`config.mk`:
```
export PLATFORM = sky130hd
export DESIGN_NAME = iterative_multiplier
export DESIGN_NICKNAME = d
export VERILOG_FILES = /design/src/rtl/iterative_multiplier.sv
export SDC_FILE = /design/constraint.sdc
export NUM_CORES = 1
export LEC_CHECK = 0
export BUFFER_PORTS_ARGS = -buffer_cell sky130_fd_sc_hd__buf_2
export CORE_ASPECT_RATIO = 0.9
export CORE_MARGIN = 4
export CORE_UTILIZATION = 54
export DETAILED_ROUTE_END_ITERATION = 10
export PLACE_DENSITY = 0.9
export SYNTH_ARGS = -nofsm -noshare
export SYNTH_HDL_FRONTEND = slang
export SYNTH_SLANG_ARGS = --single-unit
```
`constraint.sdc`:
```
create_clock -name clk -period 3.42 [get_ports clk]
set_input_delay 0.684 -clock clk [delete_from_list [all_inputs] [get_ports clk]]
set_output_delay 0.684 -clock clk [all_outputs]
set_load 0.1 [all_outputs]
```
`src/rtl/iterative_multiplier.sv`:
```
// iterative_multiplier: shift-add MUL / MLA / UMULL unit, W+1 cycles per op.
// Ports: clk, i_rst_n, start + SrcA/SrcB/Acc operands and mode bits in;
//        busy/done handshake, 2W-bit result and N/Z flags out.
module iterative_multiplier #(
  parameter int W = 32
) (
  input  logic         clk,
  input  logic         i_rst_n,
  input  logic         i_start,
  input  logic [W-1:0] i_SrcA,
  input  logic [W-1:0] i_SrcB,
  input  logic [W-1:0] i_Acc,
  input  logic         i_accumulate,
  input  logic         i_long,
  input  logic         i_S,
  output logic         o_busy,
  output logic         o_done,
  output logic [W-1:0] o_result,
  output logic [W-1:0] o_result_hi,
  output logic         o_N,
  output logic         o_Z
);

  localparam int CW = (W > 1) ? $clog2(W) : 1;

  typedef enum logic [1:0] {
    IDLE,
    RUN,
    ACC,
    DONE
  } state_t;

  state_t state;
  state_t state_nx;

  logic [2*W-1:0] p;
  logic [2*W-1:0] p_acc;
  logic [W-1:0]   a_q;
  logic [W-1:0]   acc_q;
  logic           accum_q;
  logic           long_q;
  logic           s_q;
  logic [CW-1:0]  cnt;
  logic           n_q;
  logic           z_q;
  logic           accept;
  logic           last;
  logic [W:0]     sum;

  assign accept = i_start &&
                  (state == IDLE || state == DONE);
  assign last   = (cnt == CW'(W - 1));

  // Upper half plus multiplicand when the current
  // multiplier bit (P[0]) is set; carry kept in bit W.
  assign sum = {1'b0, p[2*W-1:W]}
             + ({1'b0, a_q} & {(W+1){p[0]}});

  // Accumulate wraps modulo 2^(2W).
  assign p_acc = accum_q
               ? p + {{W{1'b0}}, acc_q}
               : p;

  always_ff @(posedge clk or negedge i_rst_n) begin
    if (!i_rst_n) begin
      state <= IDLE;
    end else begin
      state <= state_nx;
    end
  end

  always_comb begin
    state_nx = state;
    unique case (state)
      IDLE: begin
        if (i_start) state_nx = RUN;
      end
      RUN: begin
        if (last) state_nx = ACC;
      end
      ACC: begin
        state_nx = DONE;
      end
      DONE: begin
        if (i_start) state_nx = RUN;
        else         state_nx = IDLE;
      end
      default: begin
        state_nx = IDLE;
      end
    endcase
  end

  always_ff @(posedge clk or negedge i_rst_n) begin
    if (!i_rst_n) begin
      p       <= '0;
      a_q     <= '0;
      acc_q   <= '0;
      accum_q <= 1'b0;
      long_q  <= 1'b0;
      s_q     <= 1'b0;
      cnt     <= '0;
      n_q     <= 1'b0;
      z_q     <= 1'b0;
    end else if (accept) begin
      p       <= {{W{1'b0}}, i_SrcB};
      a_q     <= i_SrcA;
      acc_q   <= i_Acc;
      accum_q <= i_accumulate;
      long_q  <= i_long;
      s_q     <= i_S;
      cnt     <= '0;
    end else begin
      unique case (state)
        RUN: begin
          p   <= {sum, p[W-1:1]};
          cnt <= cnt + 1'b1;
        end
        ACC: begin
          p <= p_acc;
          // Flags land together with the final
          // product on the edge into DONE.
          if (s_q) begin
            if (long_q) begin
              n_q <= p_acc[2*W-1];
              z_q <= (p_acc == '0);
            end else begin
              n_q <= p_acc[W-1];
              z_q <= (p_acc[W-1:0] == '0);
            end
          end
        end
        default: begin
        end
      endcase
    end
  end

  assign o_busy      = (state == RUN) ||
                       (state == ACC);
  assign o_done      = (state == DONE);
  assign o_result    = p[W-1:0];
  assign o_result_hi = p[2*W-1:W];
  assign o_N         = n_q;
  assign o_Z         = z_q;

endmodule

```
## Word-level counts from Yosys, hierarchy flattened

Index checks and enable logic that the tools add are counted.
Widths: inputs -> output; s select.

| cells by class | value |
|---|---|
| add/sub/neg operators | 3 |
| $mul | 0 |
| divide/modulo/power cells | 0 |
| order comparisons | 0 |
| equality and inequality tests | 6 |
| shift-type cells | 0 |
| muxes and demuxes | 11 |
| bitwise logic cells | 2 |
| reductions and logical operators | 10 |

Operator list:

| cell | number |
|---|---|
| $mux 64 | 2 |
| $pmux 64 s2 | 1 |
| $add 64x32->64 | 1 |
| $logic_not 64->1 | 1 |
| $add 32x33->33 | 1 |
| $and 32x33->33 | 1 |
| $logic_not 32->1 | 1 |
| $mux 5 | 2 |
| $pmux 2 s4 | 1 |
| $add 5x1->5 const B | 1 |
| $eq 5x5->1 const B | 1 |
| $eq 2x2->1 const B | 2 |
| $mux 2 | 2 |
| $ne 2x2->1 const B | 2 |
| $mux 1 | 3 |
| $reduce_and 3->1 | 1 |
| $reduce_bool 3->1 | 1 |
| $eq 2x1->1 const B | 1 |
| $logic_not 2->1 | 1 |
| $logic_or 1x1->1 | 2 |
| $reduce_and 2->1 | 1 |
| $reduce_bool 2->1 | 1 |
| $logic_and 1x1->1 | 1 |
| $not 1->1 | 1 |

| storage, ports and cells | value |
|---|---|
| flip-flop bits (word level) | 140 |
| latch bits | 0 |
| memory bits (writable) | 0 |
| memory bits (read-only) | 0 |
| output and inout port bits | 68 |
| logic and storage cells | 42 |
| memories kept | 0 |

## Logic depth before layout (Yosys ltp)

Gate-level depths: netlist of run 1.

| depth | value |
|---|---|
| depth after elaboration | 5 |
| gate-level depth with buffers | 15 |
| depth with buffers taken out | 15 |

## Least setup slack after synthesis of run 1

OpenSTA, ideal clock, no wires.

| path | value |
|---|---|
| path type | reg2reg |
| from | register p[0] |
| to | register p[62] |
| arrival | 3.911 ns |
| data required time | 3.294 ns |
| slack | -0.617 ns |
| stages on the path, launching flop included | 16 |
| path buffers | 1 |
| period minus slack after synthesis | 4.037 ns |
| cells stage by stage | dfrtp_1 clkbuf_1 nand2_1 inv_1 ha_1 a211oi_2 o21ai_2 a2111oi_4 nor3_1 nor4b_2 nor2_1 o31ai_2 a21boi_2 o41ai_2 mux2i_1 a221o_1 |

| on the way | value |
|---|---|
| longest elaborated chain between the ends | 4 |
| elaborated cells between the ends (all ways) | 6 |
| classes of those cells | add/sub (2); mux (3); bitwise (1) |

RTL lines:

| item | line | text |
|---|---|---|
| start, declared | 36 | `logic [2*W-1:0] p;` |
| start signal, assigned | 106 | `p <= {{W{1'b0}}, i_SrcB};` |
| start signal, assigned | 116 | `p <= {sum, p[W-1:1]};` |
| start signal, assigned | 120 | `p <= p_acc;` |
| $add 64x32->64 / $and 32x33->33 (equally long branches) | 61, 57 |  |
| $mux 64 / $add 32x33->33 (equally long branches) | 61, 57 |  |
| $pmux 64 s2 (*) | 114 | `unique case (state)` |
| $mux 64 (*) | 105 | `end else if (accept) begin` |

Mark *: on every way between the ends. The rest lies on a longest branch, timed or not.
A chain may end at the register's enable or synchronous reset.

## Worst setup path in the final report of run 1

Ends and elaborated chain as after synthesis.

==> results of run 1 <==
==> layout by cell type, fill, tap and decap left out, types with 10 or more instances in the layout <==
| master | Yosys | final |
|---|---|---|
| nor2b_1 | 25 | 24 |
| dfrtp_2 | 0 | 30 |
| xor2_1 | 19 | 19 |
| mux2i_1 | 33 | 33 |
| a21oi_2 | 2 | 10 |
| nor2_1 | 113 | 111 |
| nand2_1 | 351 | 349 |
| a21o_1 | 26 | 25 |
| or3_1 | 13 | 13 |
| nor3_1 | 24 | 24 |
| mux2_2 | 10 | 10 |
| inv_1 | 34 | 32 |
| a211oi_1 | 33 | 27 |
| buf_4 | 1 | 232 |
| and2_1 | 43 | 38 |
| o21ai_1 | 18 | 18 |
| a21oi_1 | 116 | 106 |
| nand2b_1 | 19 | 18 |
| nand4_1 | 29 | 29 |
| clkbuf_16 | 0 | 18 |
| o211ai_1 | 19 | 19 |
| o21a_1 | 19 | 17 |
| ha_1 | 71 | 62 |
| and3_1 | 14 | 13 |
| dfrtp_1 | 140 | 109 |
| o21ai_0 | 95 | 89 |
| buf_2 | 14 | 168 |
| buf_6 | 0 | 11 |
| a31oi_1 | 14 | 11 |
| xnor2_1 | 33 | 32 |
| nand3_1 | 46 | 46 |
==> worst reg2reg max path: stages (launching register included) <==
cell      delay, ns
dfrtp_4        0.56
buf_6          0.17
and2_4         0.14
ha_4           0.21
a21o_1         0.19
a311oi_2       0.38
a21oi_1        0.15
o31a_1         0.30
nor4b_4        0.32
nor2_1         0.09
o31ai_2        0.31
a21boi_2       0.15
o41ai_2        0.26
mux2i_1        0.12
a221o_1        0.36
==> final cells by class <==
class	count	share of cell area, %
clock buffer	21	2.82
clock inverter	11	0.812
inverter	36	0.843
multi-input combinational	1362	54.5
sequential	140	21.7
tap	297	2.28
timing repair buffer	415	17.1
==> registers in the layout, indices dropped and copies added (netlist names) <==
signal and count:
long_q 1, s_q 1, acc_q 32, a_q 32, cnt 5, p 64
o_N 1, state 2, accum_q 1, o_Z 1
==> path summary, 6_finish.rpt <==
check	to	from
max in group asynchronous	p[60]$_DFFE_PN0P_	i_rst_n
worst min register to register	a_q[8]$_DFFE_PN0P_	a_q[8]$_DFFE_PN0P_
min in group clk	acc_q[21]$_DFFE_PN0P_	i_Acc[21]
worst max register to register	p[62]$_DFFE_PN0P_	p[0]$_DFFE_PN0P_
worst max-delay path	p[62]$_DFFE_PN0P_	p[0]$_DFFE_PN0P_
worst min-delay path	acc_q[15]$_DFFE_PN0P_	i_rst_n
==> through the flow <==
stage / util [%] / setup WS [ns] / area, um^2 / hold slack, ns
2_1_floorplan: - / -0.0866 / 12400 / 0.388
3_3_place_gp: 66.6 / -0.222 / 14900 / 0.454
3_5_place_dp: 66.6 / -0.356 / 14900 / 0.458
4_1_cts: 70.2 / -0.278 / 15800 / 0.298
5_1_grt: 72.7 / -0.482 / 16300 / 0.341
6_report: 72.7 / -0.399 / 16300 / 0.268
==> metal layers <==
layer  global-route usage (%)  part of all wire, %  vias up  wire (um)
met5                        0                    0        -          0
met4                     11.3                  3.4        0       1610
met3                     8.74                   12      180       5630
met2                     53.9                   44      998      20800
met1                     49.5                   41     6849      19700
li1                         -                    -     6565          -
==> kinds of logic (layout without fill, tap and decap cells) <==
logic type	count (synthesis)	after routing	synth area share [%]
AO/OA/AOI/OAI	461	461	24.9
XOR/XNOR	52	52	3.69
adder cells (fa/ha/maj)	73	73	7.53
buffers and inverters	129	483	4.10
flip-flops	140	140	28.4
multiplexers	43	43	3.59
AND/OR/NAND/NOR	733	733	27.8
==> repair_timing <==
item / 4_1_cts / 5_1_grt
gates cloned: 0 / 1
setup buffers: 9 / 18
pin swaps: 14 / 38
setup endpoints to repair: 20 / 27
gates resized for setup: 31 / 85
==> out/results.ini, run 1 <==
[grt]
first_global_vias=13600
grt_pass1_wl_um=72800
antenna_found_initial=0
grt-ovfl-total=0
grt_max_degree=77
grt_use_total_pct=35.3

[worst_setup_path]
r2r.worst_path.cells=14
max_stage_delay_ns=0.56
crit_required_ns=3.74
start_kind=flop
cp-end-kind=flop
slowest_stage=dfrtp_4
cp.arrival_ns=4.14
worst-path-buf-inv=1
cp_max_fo=6
crit_family=compound AO/OA/AOI/OAI gates
path_depth=14
cp_cell_sequence=buf_6, and2_4, ha_4, a21o_1, a311oi_2, a21oi_1, o31a_1, nor4b_4, nor2_1, o31ai_2, a21boi_2, o41ai_2, mux2i_1, a221o_1
r2r_slack_ns=-0.40
critical_path_class=reg2reg

[timing]
relSlewSlack_pct=17.6
skew_ns=0.0123
fin_ws_ns=-0.399
clock.fmax_mhz=262
finalSetupViolCount=15
min_period_over_period_pct=112
slew_viol_final=0
worst_slew_pin_slew_ns=1.23
finalHoldViolations=0
rsz0062_at_grt=true
setup_tns_ns=-2.67
fin_crit_ns=3.82

[cts]
holdBufCountCts=0
clk_latency_ns=0.44
cts_buffers=17
cts_tree=yes
clock_path_buffers=2
root_buffer=clkbuf_16
htreeDepth=4
cts.sinks=140
clk_pin_slew_worst_paths_ns=0.07

[yosys]
synth_top_area_share_pct=28.4
yosys-top-cells-count=351 x nand2_1, 140 x dfrtp_1, 116 x a21oi_1, 113 x nor2_1, 95 x o21ai_0
synth.largest_area_cell=dfrtp_1
synth_flop_cell=dfrtp_1
yosysMostFrequentCell=nand2_1
netlist_area_um2=12300
syn_inst=1631
synth_area_per_cell_um2=7.56
ys_ff_latch=140
synth.top_cells.by_area=dfrtp_1 28%, nand2_1 11%, ha_1 7.2%
async_flop_share_pct=100
synth.distinct_cells=88
ys_warn_count=0
synth_nets=1806
synth_edf_count=0
synth-seq-area-share_pct=28.4

[placed_design]
placed_cells=2222
hpwl_um=33600
port_buffers=169
routabilityCongestion=1.03

[finish]
multi_input_area_um2=8890
diodes=0
layout-drive-gt1-share_pct=30.2
regArea_um2=3540
synthToLayoutAreaGrowth_pct=32.4
n_fill_cell=1634
instances_no_fill=2282
nNetsFinal=2147

[min_path]
min_path_type=in2async

[routing]
dr.pass1.iters=6
post-route-drc-count=0
drt-total-wl_um=47700
antenna_left=0
vias=14600
drt-initial-drc-count=2266
viasPerCell=6.39
wl_per_cell_um=20.9

[floorplan]
coreArea_um2=22400
die_w_um=167
die_y_um=151
rows=52
start_util_pct=54.9
boundaryPins=170
dieArea_um2=25300

[status]
violations=negative setup slack
status=complete, but fails checks

[job]
drv_cap=0

Power of run 1 is left out: the tool's default activity adds up to more than one toggle a clock period on the data nets, which glitch-free logic cannot reach.
==> run 2: changes to the inputs <==
--- a/config.mk
+++ b/config.mk
@@ -8,9 +8,11 @@
 export BUFFER_PORTS_ARGS = -buffer_cell sky130_fd_sc_hd__buf_2
 export CORE_ASPECT_RATIO = 0.9
 export CORE_MARGIN = 4
-export CORE_UTILIZATION = 54
+export CORE_UTILIZATION = 50
 export DETAILED_ROUTE_END_ITERATION = 10
-export PLACE_DENSITY = 0.9
+export PLACE_DENSITY = 0.85
+export RECOVER_POWER = 100
+export SLEW_MARGIN = 30
 export SYNTH_ARGS = -nofsm -noshare
 export SYNTH_HDL_FRONTEND = slang
 export SYNTH_SLANG_ARGS = --single-unit
==> run 2 against run 1 <==
Compared with the run above:
- the run ends with max-capacitance violations, max-slew violations, negative setup slack left
- sequential share of layout area up 0.23 points
- utilization down 6.1 points
- sequential cell count unchanged
- routed wire length down 1.0%
- clock skew about the same
- global-route usage down 1.7 points
- non-clock buffer count down 3
- via count down 0.44%
- highest routed layer unchanged
==> out/results.ini, run 2 (same netlist as run 1, synthesis figures left out) <==
[placed_design]
port_buffers=169  ; unchanged
routabilityCongestion=1.01  ; -1.8%
hpwl_um=33900  ; +0.97%

[min_path]
min_path_type=in2reg

[finish]
diodes=0  ; unchanged
final_util_pct=66.6  ; -6.1 points
n_fill_cell=1939  ; +19%
layout-drive-gt1-share_pct=26.4  ; -3.8 points
nNetsFinal=2144  ; -0.14%
regMostFlops=p
largest_reg_flops=64  ; unchanged
layout_commonest_cell=nand2_1
synthToLayoutAreaGrowth_pct=31.0
final_cell_mix=348 x nand2_1, 228 x buf_4, 109 x nor2_1, 109 x dfrtp_1, 105 x a21oi_1
reg_top3=p (64), a_q (32), acc_q (32)

[worst_setup_path]
cp.arrival_ns=4.07  ; -0.07 ns
crit_required_ns=3.74  ; about the same
cp_max_fo=4  ; -2
cp-end-kind=flop
start_kind=flop
critical_path_class=reg2reg

[timing]
relSlewSlack_pct=-72.3  ; -90 points
fin_crit_ns=3.75  ; -0.0682 ns
whs_ns=0.431  ; +0.163 ns
clock.fmax_mhz=267  ; +1.8%
rsz0062_at_grt=true
finalHoldViolations=0  ; unchanged
worst_slew_pin_slew_ns=2.58  ; +1.35 ns
setup_tns_ns=-2.50  ; +0.175 ns
min_period_over_period_pct=110  ; -2.0 points
finalSetupViolCount=13  ; -2
slew_viol_final=44  ; +44
skew_ns=0.0126  ; +0.000329 ns
fin_ws_ns=-0.331  ; +0.0682 ns

[status]
violations=max-capacitance violations, max-slew violations, negative setup slack
status=complete, but fails checks

[floorplan]
dieArea_um2=27200  ; +7.6%
die_w_um=174  ; +3.7%
die_y_um=157  ; +3.7%
rows=54  ; +3.8%
start_util_pct=50.8  ; -4.1 points
coreArea_um2=24300  ; +8.1%
boundaryPins=170  ; unchanged

[routing]
vias=14500  ; -0.44%
post-route-drc-count=0  ; unchanged
drt-total-wl_um=47200  ; -1.0%
drt-initial-drc-count=2002  ; -12%
dr.pass1.iters=6  ; unchanged
viasPerCell=6.34  ; -0.79%
wl_per_cell_um=20.6  ; -1.4%
antenna_left=0  ; unchanged

[cts]
clk_latency_ns=0.44  ; about the same
root_buffer=clkbuf_16
cts_buffers=17  ; unchanged
clk_pin_slew_worst_paths_ns=0.07  ; about the same
htreeDepth=4  ; unchanged
cts.sinks=140  ; unchanged
cts_tree=yes
clock_path_buffers=2  ; unchanged

[job]
drv_cap=1  ; +1

[grt]
antenna_found_initial=0  ; unchanged
grt_use_total_pct=33.6  ; -1.7 points
grt_pass1_wl_um=74800  ; +2.7%
grt-ovfl-total=0  ; unchanged
first_global_vias=14000  ; +3.0%
grt_max_degree=76  ; -1.3%

run 2: cell types whose count changed in the layout (fill, tap and decap cells not counted), sizes merged:
cell,before,now
buf,414,340
bufinv,2,3
clkbuf,22,94
inv,38,36
run 2: through the flow:
step / setup slack, ns / std cells / area [um^2]
3_3_place_gp: -0.307 / 2235 / 15000
3_5_place_dp: -0.352 / 2235 / 15000
5_1_grt: -0.402 / 2290 / 16200
2_1_floorplan: -0.0866 / 1631 / 12400
4_1_cts: -0.347 / 2281 / 15900
6_report: -0.331 / 2290 / 16200
run 2: layout make-up:
class                   instances  area, um^2  area share (%)
clock buffers                  22         464            2.87
well taps                     308         385            2.39
repair buffers                412        2650            16.4
inverters                      36         135           0.836
multi-input cells            1362        8840            54.7
flip-flops and latches        140        3540            21.9
clock inverters                10         141           0.875
run 2: critical path: stages (launching register included):
cell	delay [ns]
dfrtp_4	0.51
buf_12	0.16
buf_6	0.13
and2_4	0.14
ha_4	0.21
a21o_1	0.19
a311oi_4	0.29
a21oi_2	0.09
o31a_1	0.30
nor4b_2	0.38
nor2_1	0.11
o31ai_2	0.31
a21boi_2	0.12
o41ai_2	0.25
mux2i_1	0.13
a221o_1	0.33
run 2: path summary, 6_finish.rpt:
path                                             to  slack (ns)  cells after the start               start
worst min-delay path            a_q[30]$_DFFE_PN0P_        0.43                      3          i_SrcA[30]
worst max-delay path              p[62]$_DFFE_PN0P_       -0.33                     15    p[0]$_DFFE_PN0P_
worst min register to register   a_q[6]$_DFFE_PN0P_        0.47                      2  a_q[6]$_DFFE_PN0P_
max in group asynchronous          p[0]$_DFFE_PN0P_        0.53                      1             i_rst_n
min in group asynchronous         p[17]$_DFFE_PN0P_        1.04                      1             i_rst_n
worst max register to register    p[62]$_DFFE_PN0P_       -0.33                     15    p[0]$_DFFE_PN0P_
run 2: what timing repair did:
action	in CTS	in global routing
setup buffers	17	9
endpoints found under the setup margin	15	30
hold buffers	0	0
pin swaps	30	45
cloned	0	0
gates resized for setup	43	63
run 2: layer usage:
| layer | wire length [um] | share of wire, % | global-route usage [%] | vias to the layer above |
|---|---|---|---|---|
| met5 | 0 | 0 | 0 | - |
| met4 | 1620 | 3.4 | 10.5 | 0 |
| met3 | 5180 | 11 | 6.75 | 168 |
| met2 | 20700 | 44 | 52.7 | 979 |
| met1 | 19700 | 42 | 47.1 | 6830 |
| li1 | - | - | - | 6551 |
Power of run 2 is left out for the same reason.
